<file path="src/rtl/bec_host_ctrl_if.sv">
// Host and BEC-facing signal bundle for the BEC host controller.
// The controller connects through the slave modport; the environment
// (host plus BEC core) uses the master modport.
`timescale 1ns/1ps
interface bec_host_ctrl_if;
  // host side
  logic         host_wr;
  logic [5:0]   host_waddr;
  logic [31:0]  host_wdata;
  logic         host_start;
  logic [3:0]   host_raddr;
  logic [31:0]  host_rdata;
  logic         busy;
  logic         res_valid;
  // BEC side
  logic         bec_load_data;
  logic [2:0]   bec_load_status;
  logic [162:0] bec_data_in;
  logic         bec_trigLoad;
  logic         bec_ki;
  logic         bec_enable;
  logic         bec_next_key;
  logic [3:0]   bec_status;
  logic         bec_done;
  logic [162:0] bec_data_out;

  modport slave (
    input  host_wr, host_waddr, host_wdata, host_start, host_raddr,
    output host_rdata, busy, res_valid,
    output bec_load_data, bec_load_status, bec_data_in, bec_trigLoad,
    output bec_ki, bec_enable,
    input  bec_next_key, bec_status, bec_done, bec_data_out
  );

  modport master (
    output host_wr, host_waddr, host_wdata, host_start, host_raddr,
    input  host_rdata, busy, res_valid,
    input  bec_load_data, bec_load_status, bec_data_in, bec_trigLoad,
    input  bec_ki, bec_enable,
    output bec_next_key, bec_status, bec_done, bec_data_out
  );
endinterface

</file>
<file path="src/rtl/bec_host_ctrl.sv">
// BEC host controller: holds six 163-bit operands and a 163-bit key written
// 32 bits at a time by the host, loads them into the BEC core, streams the
// key bits MSB first while the core iterates, then reads back two results.
`timescale 1ns/1ps
module bec_host_ctrl (
  input  logic           clk,
  input  logic           rst,
  bec_host_ctrl_if.slave bus
);
  localparam int         DATA_W    = 163;
  localparam int         WORD_W    = 32;
  localparam int         EXT_W     = 6 * WORD_W;
  localparam int         NSLOT     = 7;
  localparam int         KEY_SLOT  = 6;
  localparam logic [7:0] KIDX_MAX  = 8'd162;
  localparam logic [2:0] LAST_CODE = 3'd5;
  localparam logic [2:0] MAX_WORD  = 3'd5;
  localparam logic [2:0] BAD_SLOT  = 3'd7;

  typedef enum logic [2:0] {
    S_IDLE, S_REQ, S_LOAD, S_ENA, S_RUN, S_RDA, S_RDB, S_WIDLE
  } state_t;

  state_t              state, state_nxt;
  logic [DATA_W-1:0]   opr_q [NSLOT];
  logic [DATA_W-1:0]   key_q;
  logic [DATA_W-1:0]   res_a_q, res_b_q;
  logic [2:0]          ld_code_q;
  logic [7:0]          kidx_q;
  logic [7:0]          pulse_cnt;
  logic                res_valid_q;

  logic [2:0]          wr_slot, wr_word;
  logic                wr_en;
  logic [7:0]          ki_pos;
  logic                key_bit;
  logic                busy;

  logic                load_data, trig_load, enable, ki;
  logic [2:0]          load_status;
  logic [DATA_W-1:0]   data_in;
  logic [DATA_W-1:0]   res_sel;
  logic                unused_status;

  // Replace one 32-bit word of a 163-bit value; word 5 keeps only bits [2:0].
  function automatic logic [DATA_W-1:0] put_word(input logic [DATA_W-1:0] old,
                                                 input logic [2:0] w,
                                                 input logic [WORD_W-1:0] d);
    logic [EXT_W-1:0] ext;
    ext = {{(EXT_W-DATA_W){1'b0}}, old};
    case (w)
      3'd0:    ext[31:0]    = d;
      3'd1:    ext[63:32]   = d;
      3'd2:    ext[95:64]   = d;
      3'd3:    ext[127:96]  = d;
      3'd4:    ext[159:128] = d;
      3'd5:    ext[191:160] = d;
      default: ;
    endcase
    return ext[DATA_W-1:0];
  endfunction

  // Extract one 32-bit word, zero-extended above bit 162 and zero for words 6-7.
  function automatic logic [WORD_W-1:0] get_word(input logic [DATA_W-1:0] v,
                                                 input logic [2:0] w);
    logic [EXT_W-1:0]  ext;
    logic [WORD_W-1:0] r;
    ext = {{(EXT_W-DATA_W){1'b0}}, v};
    r   = '0;
    case (w)
      3'd0:    r = ext[31:0];
      3'd1:    r = ext[63:32];
      3'd2:    r = ext[95:64];
      3'd3:    r = ext[127:96];
      3'd4:    r = ext[159:128];
      3'd5:    r = ext[191:160];
      default: r = '0;
    endcase
    return r;
  endfunction

  assign wr_slot = bus.host_waddr[5:3];
  assign wr_word = bus.host_waddr[2:0];
  assign busy    = (state != S_IDLE);
  // Writes are frozen while a sequence owns the slots.
  assign wr_en   = bus.host_wr && !busy && (wr_slot != BAD_SLOT) && (wr_word <= MAX_WORD);

  assign key_q   = opr_q[KEY_SLOT];
  assign ki_pos  = KIDX_MAX - kidx_q;
  assign key_bit = key_q[ki_pos];

  // Operand and key storage, written word by word by the host.
  always_ff @(posedge clk or posedge rst) begin
    if (rst) begin
      for (int i = 0; i < NSLOT; i++) opr_q[i] <= '0;
    end else if (wr_en) begin
      opr_q[wr_slot] <= put_word(opr_q[wr_slot], wr_word, bus.host_wdata);
    end
  end

  // State register plus sequence counters and the result-valid flag.
  always_ff @(posedge clk or posedge rst) begin
    if (rst) begin
      state       <= S_IDLE;
      ld_code_q   <= '0;
      kidx_q      <= '0;
      pulse_cnt   <= '0;
      res_valid_q <= 1'b0;
    end else begin
      state <= state_nxt;
      case (state)
        S_IDLE: begin
          if (bus.host_start) begin
            res_valid_q <= 1'b0;
            ld_code_q   <= '0;
            kidx_q      <= '0;
            pulse_cnt   <= '0;
          end
        end
        S_LOAD: ld_code_q <= ld_code_q + 3'd1;
        S_RUN: begin
          if (bus.bec_next_key) begin
            pulse_cnt <= pulse_cnt + 8'd1;
            if (kidx_q != KIDX_MAX) kidx_q <= kidx_q + 8'd1;
          end
        end
        S_WIDLE: begin
          if (bus.bec_status[3]) res_valid_q <= 1'b1;
        end
        default: ;
      endcase
    end
  end

  // Result capture at the end of the two readback cycles.
  always_ff @(posedge clk or posedge rst) begin
    if (rst) begin
      res_a_q <= '0;
      res_b_q <= '0;
    end else begin
      if (state == S_RDA) res_a_q <= bus.bec_data_out;
      if (state == S_RDB) res_b_q <= bus.bec_data_out;
    end
  end

  // Next state and BEC-side outputs; every output idles at zero by default.
  always_comb begin
    state_nxt   = state;
    load_data   = 1'b0;
    trig_load   = 1'b0;
    enable      = 1'b0;
    ki          = 1'b0;
    load_status = 3'd0;
    data_in     = '0;
    case (state)
      S_IDLE: begin
        if (bus.host_start) state_nxt = S_REQ;
      end
      S_REQ: begin
        load_data = 1'b1;
        ki        = key_q[KIDX_MAX];
        if (bus.bec_status[2]) state_nxt = S_LOAD;
      end
      S_LOAD: begin
        // The core routes each loaded operand by ki, so hold the key MSB.
        trig_load   = 1'b1;
        load_status = ld_code_q;
        data_in     = opr_q[ld_code_q];
        ki          = key_q[KIDX_MAX];
        if (ld_code_q == LAST_CODE) state_nxt = S_ENA;
      end
      S_ENA: begin
        enable = 1'b1;
        ki     = key_bit;
        if (bus.bec_status[1]) state_nxt = S_RUN;
      end
      S_RUN: begin
        ki = key_bit;
        if (bus.bec_done) state_nxt = S_RDA;
      end
      S_RDA: begin
        load_status = 3'd0;
        state_nxt   = S_RDB;
      end
      S_RDB: begin
        // Code 001 also tells the core to drop back to idle.
        load_status = 3'd1;
        state_nxt   = S_WIDLE;
      end
      S_WIDLE: begin
        if (bus.bec_status[3]) state_nxt = S_IDLE;
      end
      default: state_nxt = S_IDLE;
    endcase
  end

  assign res_sel = bus.host_raddr[3] ? res_b_q : res_a_q;

  assign bus.host_rdata      = get_word(res_sel, bus.host_raddr[2:0]);
  assign bus.busy            = busy;
  assign bus.res_valid       = res_valid_q;
  assign bus.bec_load_data   = load_data;
  assign bus.bec_load_status = load_status;
  assign bus.bec_data_in     = data_in;
  assign bus.bec_trigLoad    = trig_load;
  assign bus.bec_ki          = ki;
  assign bus.bec_enable      = enable;

  // The upload flag is implied by bec_done, which is what the sequence uses.
  assign unused_status = bus.bec_status[0];
endmodule

</file>
<file path="src/flat_wrapper.sv">
// flat-port wrapper written by rule: the top's interface ports become plain ports
module bec_host_ctrl_flat 
  (clk, rst, bus_host_wr, bus_host_waddr, bus_host_wdata, bus_host_start, bus_host_raddr, bus_host_rdata, bus_busy, bus_res_valid, bus_bec_load_data, bus_bec_load_status, bus_bec_data_in, bus_bec_trigLoad, bus_bec_ki, bus_bec_enable, bus_bec_next_key, bus_bec_status, bus_bec_done, bus_bec_data_out);
  bec_host_ctrl_if bus_i ();
  input  logic clk;
  input  logic rst;
  input wire logic [$bits(bus_i.host_wr)-1:0] bus_host_wr;
  input wire logic [$bits(bus_i.host_waddr)-1:0] bus_host_waddr;
  input wire logic [$bits(bus_i.host_wdata)-1:0] bus_host_wdata;
  input wire logic [$bits(bus_i.host_start)-1:0] bus_host_start;
  input wire logic [$bits(bus_i.host_raddr)-1:0] bus_host_raddr;
  output wire logic [$bits(bus_i.host_rdata)-1:0] bus_host_rdata;
  output wire logic [$bits(bus_i.busy)-1:0] bus_busy;
  output wire logic [$bits(bus_i.res_valid)-1:0] bus_res_valid;
  output wire logic [$bits(bus_i.bec_load_data)-1:0] bus_bec_load_data;
  output wire logic [$bits(bus_i.bec_load_status)-1:0] bus_bec_load_status;
  output wire logic [$bits(bus_i.bec_data_in)-1:0] bus_bec_data_in;
  output wire logic [$bits(bus_i.bec_trigLoad)-1:0] bus_bec_trigLoad;
  output wire logic [$bits(bus_i.bec_ki)-1:0] bus_bec_ki;
  output wire logic [$bits(bus_i.bec_enable)-1:0] bus_bec_enable;
  input wire logic [$bits(bus_i.bec_next_key)-1:0] bus_bec_next_key;
  input wire logic [$bits(bus_i.bec_status)-1:0] bus_bec_status;
  input wire logic [$bits(bus_i.bec_done)-1:0] bus_bec_done;
  input wire logic [$bits(bus_i.bec_data_out)-1:0] bus_bec_data_out;
  assign bus_i.host_wr = bus_host_wr;
  assign bus_i.host_waddr = bus_host_waddr;
  assign bus_i.host_wdata = bus_host_wdata;
  assign bus_i.host_start = bus_host_start;
  assign bus_i.host_raddr = bus_host_raddr;
  assign bus_host_rdata = bus_i.host_rdata;
  assign bus_busy = bus_i.busy;
  assign bus_res_valid = bus_i.res_valid;
  assign bus_bec_load_data = bus_i.bec_load_data;
  assign bus_bec_load_status = bus_i.bec_load_status;
  assign bus_bec_data_in = bus_i.bec_data_in;
  assign bus_bec_trigLoad = bus_i.bec_trigLoad;
  assign bus_bec_ki = bus_i.bec_ki;
  assign bus_bec_enable = bus_i.bec_enable;
  assign bus_i.bec_next_key = bus_bec_next_key;
  assign bus_i.bec_status = bus_bec_status;
  assign bus_i.bec_done = bus_bec_done;
  assign bus_i.bec_data_out = bus_bec_data_out;
  bec_host_ctrl u_core (.clk(clk), .rst(rst), .bus(bus_i));
endmodule
</file>
<file path="config.mk">
export PLATFORM = sky130hd
export DESIGN_NAME = bec_host_ctrl_flat
export DESIGN_NICKNAME = d
export VERILOG_FILES = /design/src/rtl/bec_host_ctrl_if.sv /design/src/rtl/bec_host_ctrl.sv /design/src/flat_wrapper.sv
export SDC_FILE = /design/constraint.sdc
export NUM_CORES = 2
export LEC_CHECK = 0
export CORE_UTILIZATION = 50
export DETAILED_ROUTE_END_ITERATION = 6
export PLACE_DENSITY = 0.78
export SLEW_MARGIN = 30
export SYNTH_ARGS = -nofsm -noshare
export SYNTH_HDL_FRONTEND = slang
export SYNTH_SLANG_ARGS = --single-unit
</file>
<file path="constraint.sdc">
create_clock -name clk -period 69.2 [get_ports clk]
set_clock_uncertainty 0.15 [all_clocks]
set_input_delay 13.84 -clock clk [delete_from_list [all_inputs] [get_ports clk]]
set_output_delay 13.84 -clock clk [all_outputs]
set_load 0.01 [all_outputs]
</file>
* After elaboration in Yosys (flattened, before gate mapping) *
Cells that the tools add are included.

word-level totals
  register bits after elaboration = 1,482
  input bits = 215
  output and inout bits = 204
  logic and storage cells = 116

cells by class
  add/sub/neg operators = 3
  $lt $le $gt $ge = 5
  equality and inequality tests = 28
  mux-type cells = 47
  bitwise operators = 2
  reductions and logical operators = 18

operators by type and width
  cell                 count
  $bwmux 1141          1
  $mux 163             7
  $bmux 163 s3         2
  $demux 163 s3        1
  $mux 32              10
  $pmux 32 s6          1
  $eq 3x3->1 const B   9
  $mux 3               9
  $mux 8               3
  $pmux 3 s8           1
  $eq 3x2->1 const B   6
  $pmux 8 s2           1
  $ne 2x2->1 const B   6
  $pmux 3 s2           2
  $eq 3x1->1 const B   3
  $logic_not 3->1      3
  $lt 8x9->1 const B   1
  $add 8x1->8 const B  1
  $bmux 1 s8           1
  $ge 4x4->1 const B   2
  $ne 8x8->1 const B   1
  $not 3->4            2
  $sub 8x8->8 const A  1
  $mux 1               6
  other kinds (15)     23

* Logic depth before layout (Yosys ltp) *
  word-level depth = 7
  gate-level depth with buffers = 15

* Worst setup path after synthesis *
Ideal clock, no wire load.

  path type = in2out
  start = input port bus_host_raddr[3]
  end = output port bus_host_rdata[12]
  arrival time = 15.269 ns
  slack = 39.941 ns
  stages = 6
  buffers on the path = 3
  cell sequence = buf_2 buf_1 buf_2 mux2i_1 nor2_1 or3_1

between the ends
  longest elaborated chain between the ends = 2

RTL lines
  item         line                  text
  from (decl)  flat_wrapper.sv:11    input wire logic [$bits(bus_i.host_raddr)-1:0] bus_host_raddr;
  $mux 163     bec_host_ctrl.sv:197  assign res_sel = bus.host_raddr[3] ? res_b_q : res_a_q;
  $pmux 32 s6  bec_host_ctrl.sv:70   case (w)
  to (decl)    flat_wrapper.sv:12    output wire logic [$bits(bus_i.host_rdata)-1:0] bus_host_rdata;

No other way between the ends.

* Final worst setup path *
  start = input port bus_host_raddr[3]
  end = output port bus_host_rdata[1]

The elaborated chain is that of the path after synthesis.

==> impl_metrics.tcl <==
set metrics [dict create \
    clock-sinks 1482 \
    postSynthRegisterBits 1482 \
    min_delay_worst_endpoint "u_core.res_a_q[4]" \
    ys_async_sr_fraction 1.000 \
    grt_setup_unrepaired "false" \
    depth_of_the_cts_h_tree 4 \
    drt_pass_1_iters 6 \
    route.detailed.drc 0 \
    timing.critical_path.to_type "output port" \
    synth_xor_xnor_area_share 0.001340 \
    critical_path_peak_fanout 72 \
    insertion_delay_ps 840 \
    fmax_mhz 32.56 \
    muxShareOfSynthArea 0.3465 \
    post_dp_cell_area_sq_mm 0.08456 \
    cts.root.buffer_cell "clkbuf_16" \
    detail_route.iter0.violations 6770 \
    placeable_area_sq_mm 0.1569 \
    r2r_setup_slack_ps 63090 \
    synth_seq_area_share 0.4673 \
    ff2ff_path_depth 10 \
    postCtsSetupBuffers 0 \
    maxCapViolations 0 \
    drive_gt1_frac 0.3655 \
    vdd.ir_drop.worst_mv 0.03329 \
    status "complete, no violations" \
    tritoncts.num_buffers 161 \
    number_of_global_route_vias_before_repair 58720 \
    ys_dominant_reg_cell "dfrtp_1" \
    p_leak_nw 39.98 \
    r2r_start "u_core.state[0]" \
    cts_max_path_buffers 3 \
    dieHeight_um 400.4 \
    final_antenna_net_count 0 \
    start_kind "input port" \
    initial_utilization 0.5057 \
    clk_pin_slew_ps 60 \
    floorplan.die.width_um 400.4 \
    tightestPinTransition_ps 1172 \
    syn_avg_cell_area_sq_um 12.58 \
    min_period_over_period 0.4438 \
    critical_path.reg2reg.endpoint "u_core.opr_q[828]" \
    pin_count_of_the_biggest_net_entering_global_routing 173 \
    flow.area_growth_from_synthesis_pct 13.96 \
    final_net_count 6680 \
    drt-total-wl_um 255500 \
    design.portCount 419 \
    gr-max-usage-layer "met2" \
    power.density_mw_per_mm2 33.06 \
    io_buffer_count 417 \
    grt_remaining_overflow 0 \
    hold_depth 1 \
    routabilityCongestion 0.8785 \
    ctsResizeCount 0 \
    finalHoldViolations 0 \
    final.min_clock_period_ps 30710 \
    global_route.usage.met2 0.4651 \
    yosys.cell_types.count 64 \
    grt_antenna_before_repair 38 \
    detail_route.wl_per_cell_um 29.42 \
    synth_fa_ha_area_frac 0.001577 \
    met1_resource_use_gr 0.3964 \
    timing.slew.headroom 0.2160 \
    syn_warnings 0 \
    final-setup-viol-count 0 \
    commonest_non_fill_non_tap_cell_in_the_layout "mux2_2" \
    layout.cells.most_common_list "mux2_2 (1575), dfrtp_1 (1478), nor2_1 (581)" \
    dp.final_hpwl_um 146000 \
    tritoncts "done" \
    via_density_per_instance 6.718 \
    path_class "in -> out" \
    synth_top_family_by_area "multiplexers" \
    synthSimpleGateAreaFrac 0.04923 \
    hold_path_class "reg -> reg" \
    setup_total_neg_slack_ps 0 \
    global_route_wire_length_before_repair_um 379800 \
    post_syn_area_sq_mm 0.07936 \
    globalRouteMet3Util 0.09076 \
    timing_max_transition_violations_final 0 \
    design.die.area_sq_mm 0.1603 \
    number_of_enable_flip_flop_cells_after_synthesis 0 \
    area_fraction_in_compound_gates_after_synthesis 0.1002 \
    cts_hold_repair.buffers 0 \
    worstPathArrival_ps 16720 \
    crit_required_ps 55210 \
    grt_util_all_layers 0.3117 \
    vias 58340 \
    synth_cells 6309 \
    design_area_sq_mm 0.09044 \
    row_count 145 \
    syn-num-nets 6534 \
    worst_hold_startpoint "u_core.res_a_q[4]" \
]
-- where the power goes --
part           switching, mW  total, mW  internal (mW)
Sequential             0.152       1.22           1.07
Combinational          0.465      0.880          0.415
Clock                  0.379      0.890          0.511
Total                  0.996       2.99           1.99
-- state kept, by name, summed over array words and instances, names as in the netlist --
name                  count
u_core.state              3
u_core.ld_code_q          3
u_core.opr_q            978
u_core.res_a_q          163
u_core.bus.res_valid      1
u_core.res_b_q          163
u_core.key_q            163
u_core.kidx_q             8
-- cells in the mapped netlist (7+ instances only) --
| cell type | count | share of area |
|---|---|---|
| mux2_2 | 1575 | 0.22 |
| dfrtp_1 | 1482 | 0.47 |
| nor2_1 | 581 | 0.027 |
| mux2i_1 | 441 | 0.056 |
| a21oi_1 | 304 | 0.019 |
| a22oi_1 | 266 | 0.025 |
| mux4_2 | 237 | 0.067 |
| buf_2 | 202 | 0.013 |
| clkbuf_1 | 202 | 0.0096 |
| nand2_1 | 149 | 0.0070 |
| a211oi_1 | 140 | 0.013 |
| o21ai_0 | 111 | 0.0070 |
| a41oi_2 | 83 | 0.017 |
| buf_1 | 67 | 0.0032 |
| o22ai_1 | 66 | 0.0052 |
| or2_2 | 53 | 0.0042 |
| a221oi_1 | 49 | 0.0054 |
| buf_4 | 38 | 0.0036 |
| nand2b_1 | 37 | 0.0029 |
| or3_1 | 37 | 0.0029 |
| buf_6 | 27 | 0.0038 |
| a22o_1 | 17 | 0.0019 |
| a22oi_2 | 16 | 0.0025 |
| a21oi_2 | 13 | 0.0014 |
| inv_1 | 13 | 0.00061 |
| ha_1 | 10 | 0.0016 |
| and2_1 | 8 | 0.00063 |
| nor2b_1 | 7 | 0.00055 |
| nor3_1 | 7 | 0.00044 |
-- cell families after synthesis --
logic type | after synthesis
AO/OA/AOI/OAI | 1085
XOR/XNOR | 10
adder cells (fa/ha/maj) | 10
buffers and inverters | 554
flip-flops | 1482
multiplexers | 2254
AND/OR/NAND/NOR | 914
-- metal layers --
metal,wire length [um],share of wire
met1,97650,0.38
met2,114600,0.45
met3,27090,0.11
met4,15980,0.063
met5,126,0.00049
-- stage by stage --
stage | util | instances | hold WS [ps] | setup WS [ps] | power [mW]
after floorplan | - | 6309 | 328.7 | 13410 | 1.804
after global placement | 0.5389 | 8340 | 335.4 | 38250 | 2.049
after detailed placement | 0.5389 | 8341 | 341.3 | 38530 | 2.087
after CTS | 0.5741 | 8632 | 354.0 | 38520 | 2.977
after global routing | 0.5760 | 8663 | 359.2 | 38420 | 3.102
final | 0.5763 | 8683 | 353.1 | 38490 | 2.990
-- worst max-delay path, stage by stage --
cell and delay [ps]:
buf_6 440, buf_16 320, buf_6 660, mux2i_1 320, o22ai_1 110, or3_1 410
clkdlybuf4s50_1 500
-- worst max path at each step --
stage	start	to	slack (ps)
floorplan	rst	u_core.bus.res_valid	13410
detailed placement	bus_host_raddr[3]	bus_host_rdata[6]	38530
global placement	bus_host_raddr[3]	bus_host_rdata[7]	38250
global route	bus_host_raddr[3]	bus_host_rdata[2]	38420
finish	bus_host_raddr[3]	bus_host_rdata[1]	38490
CTS	bus_host_raddr[3]	bus_host_rdata[6]	38520
-- area by class of cell --
class,instances,area (sq um)
Fill cell,12340,66490
Antenna cell,42,105.1
Inverter,14,65.06
Sequential cell,1482,37100
Clock inverter,56,825.8
Tap cell,2058,2575
Clock buffer,235,4697
Multi-Input combinational cell,4273,39830
Timing Repair Buffer,523,5249
(Power assumes the default switching activity.)
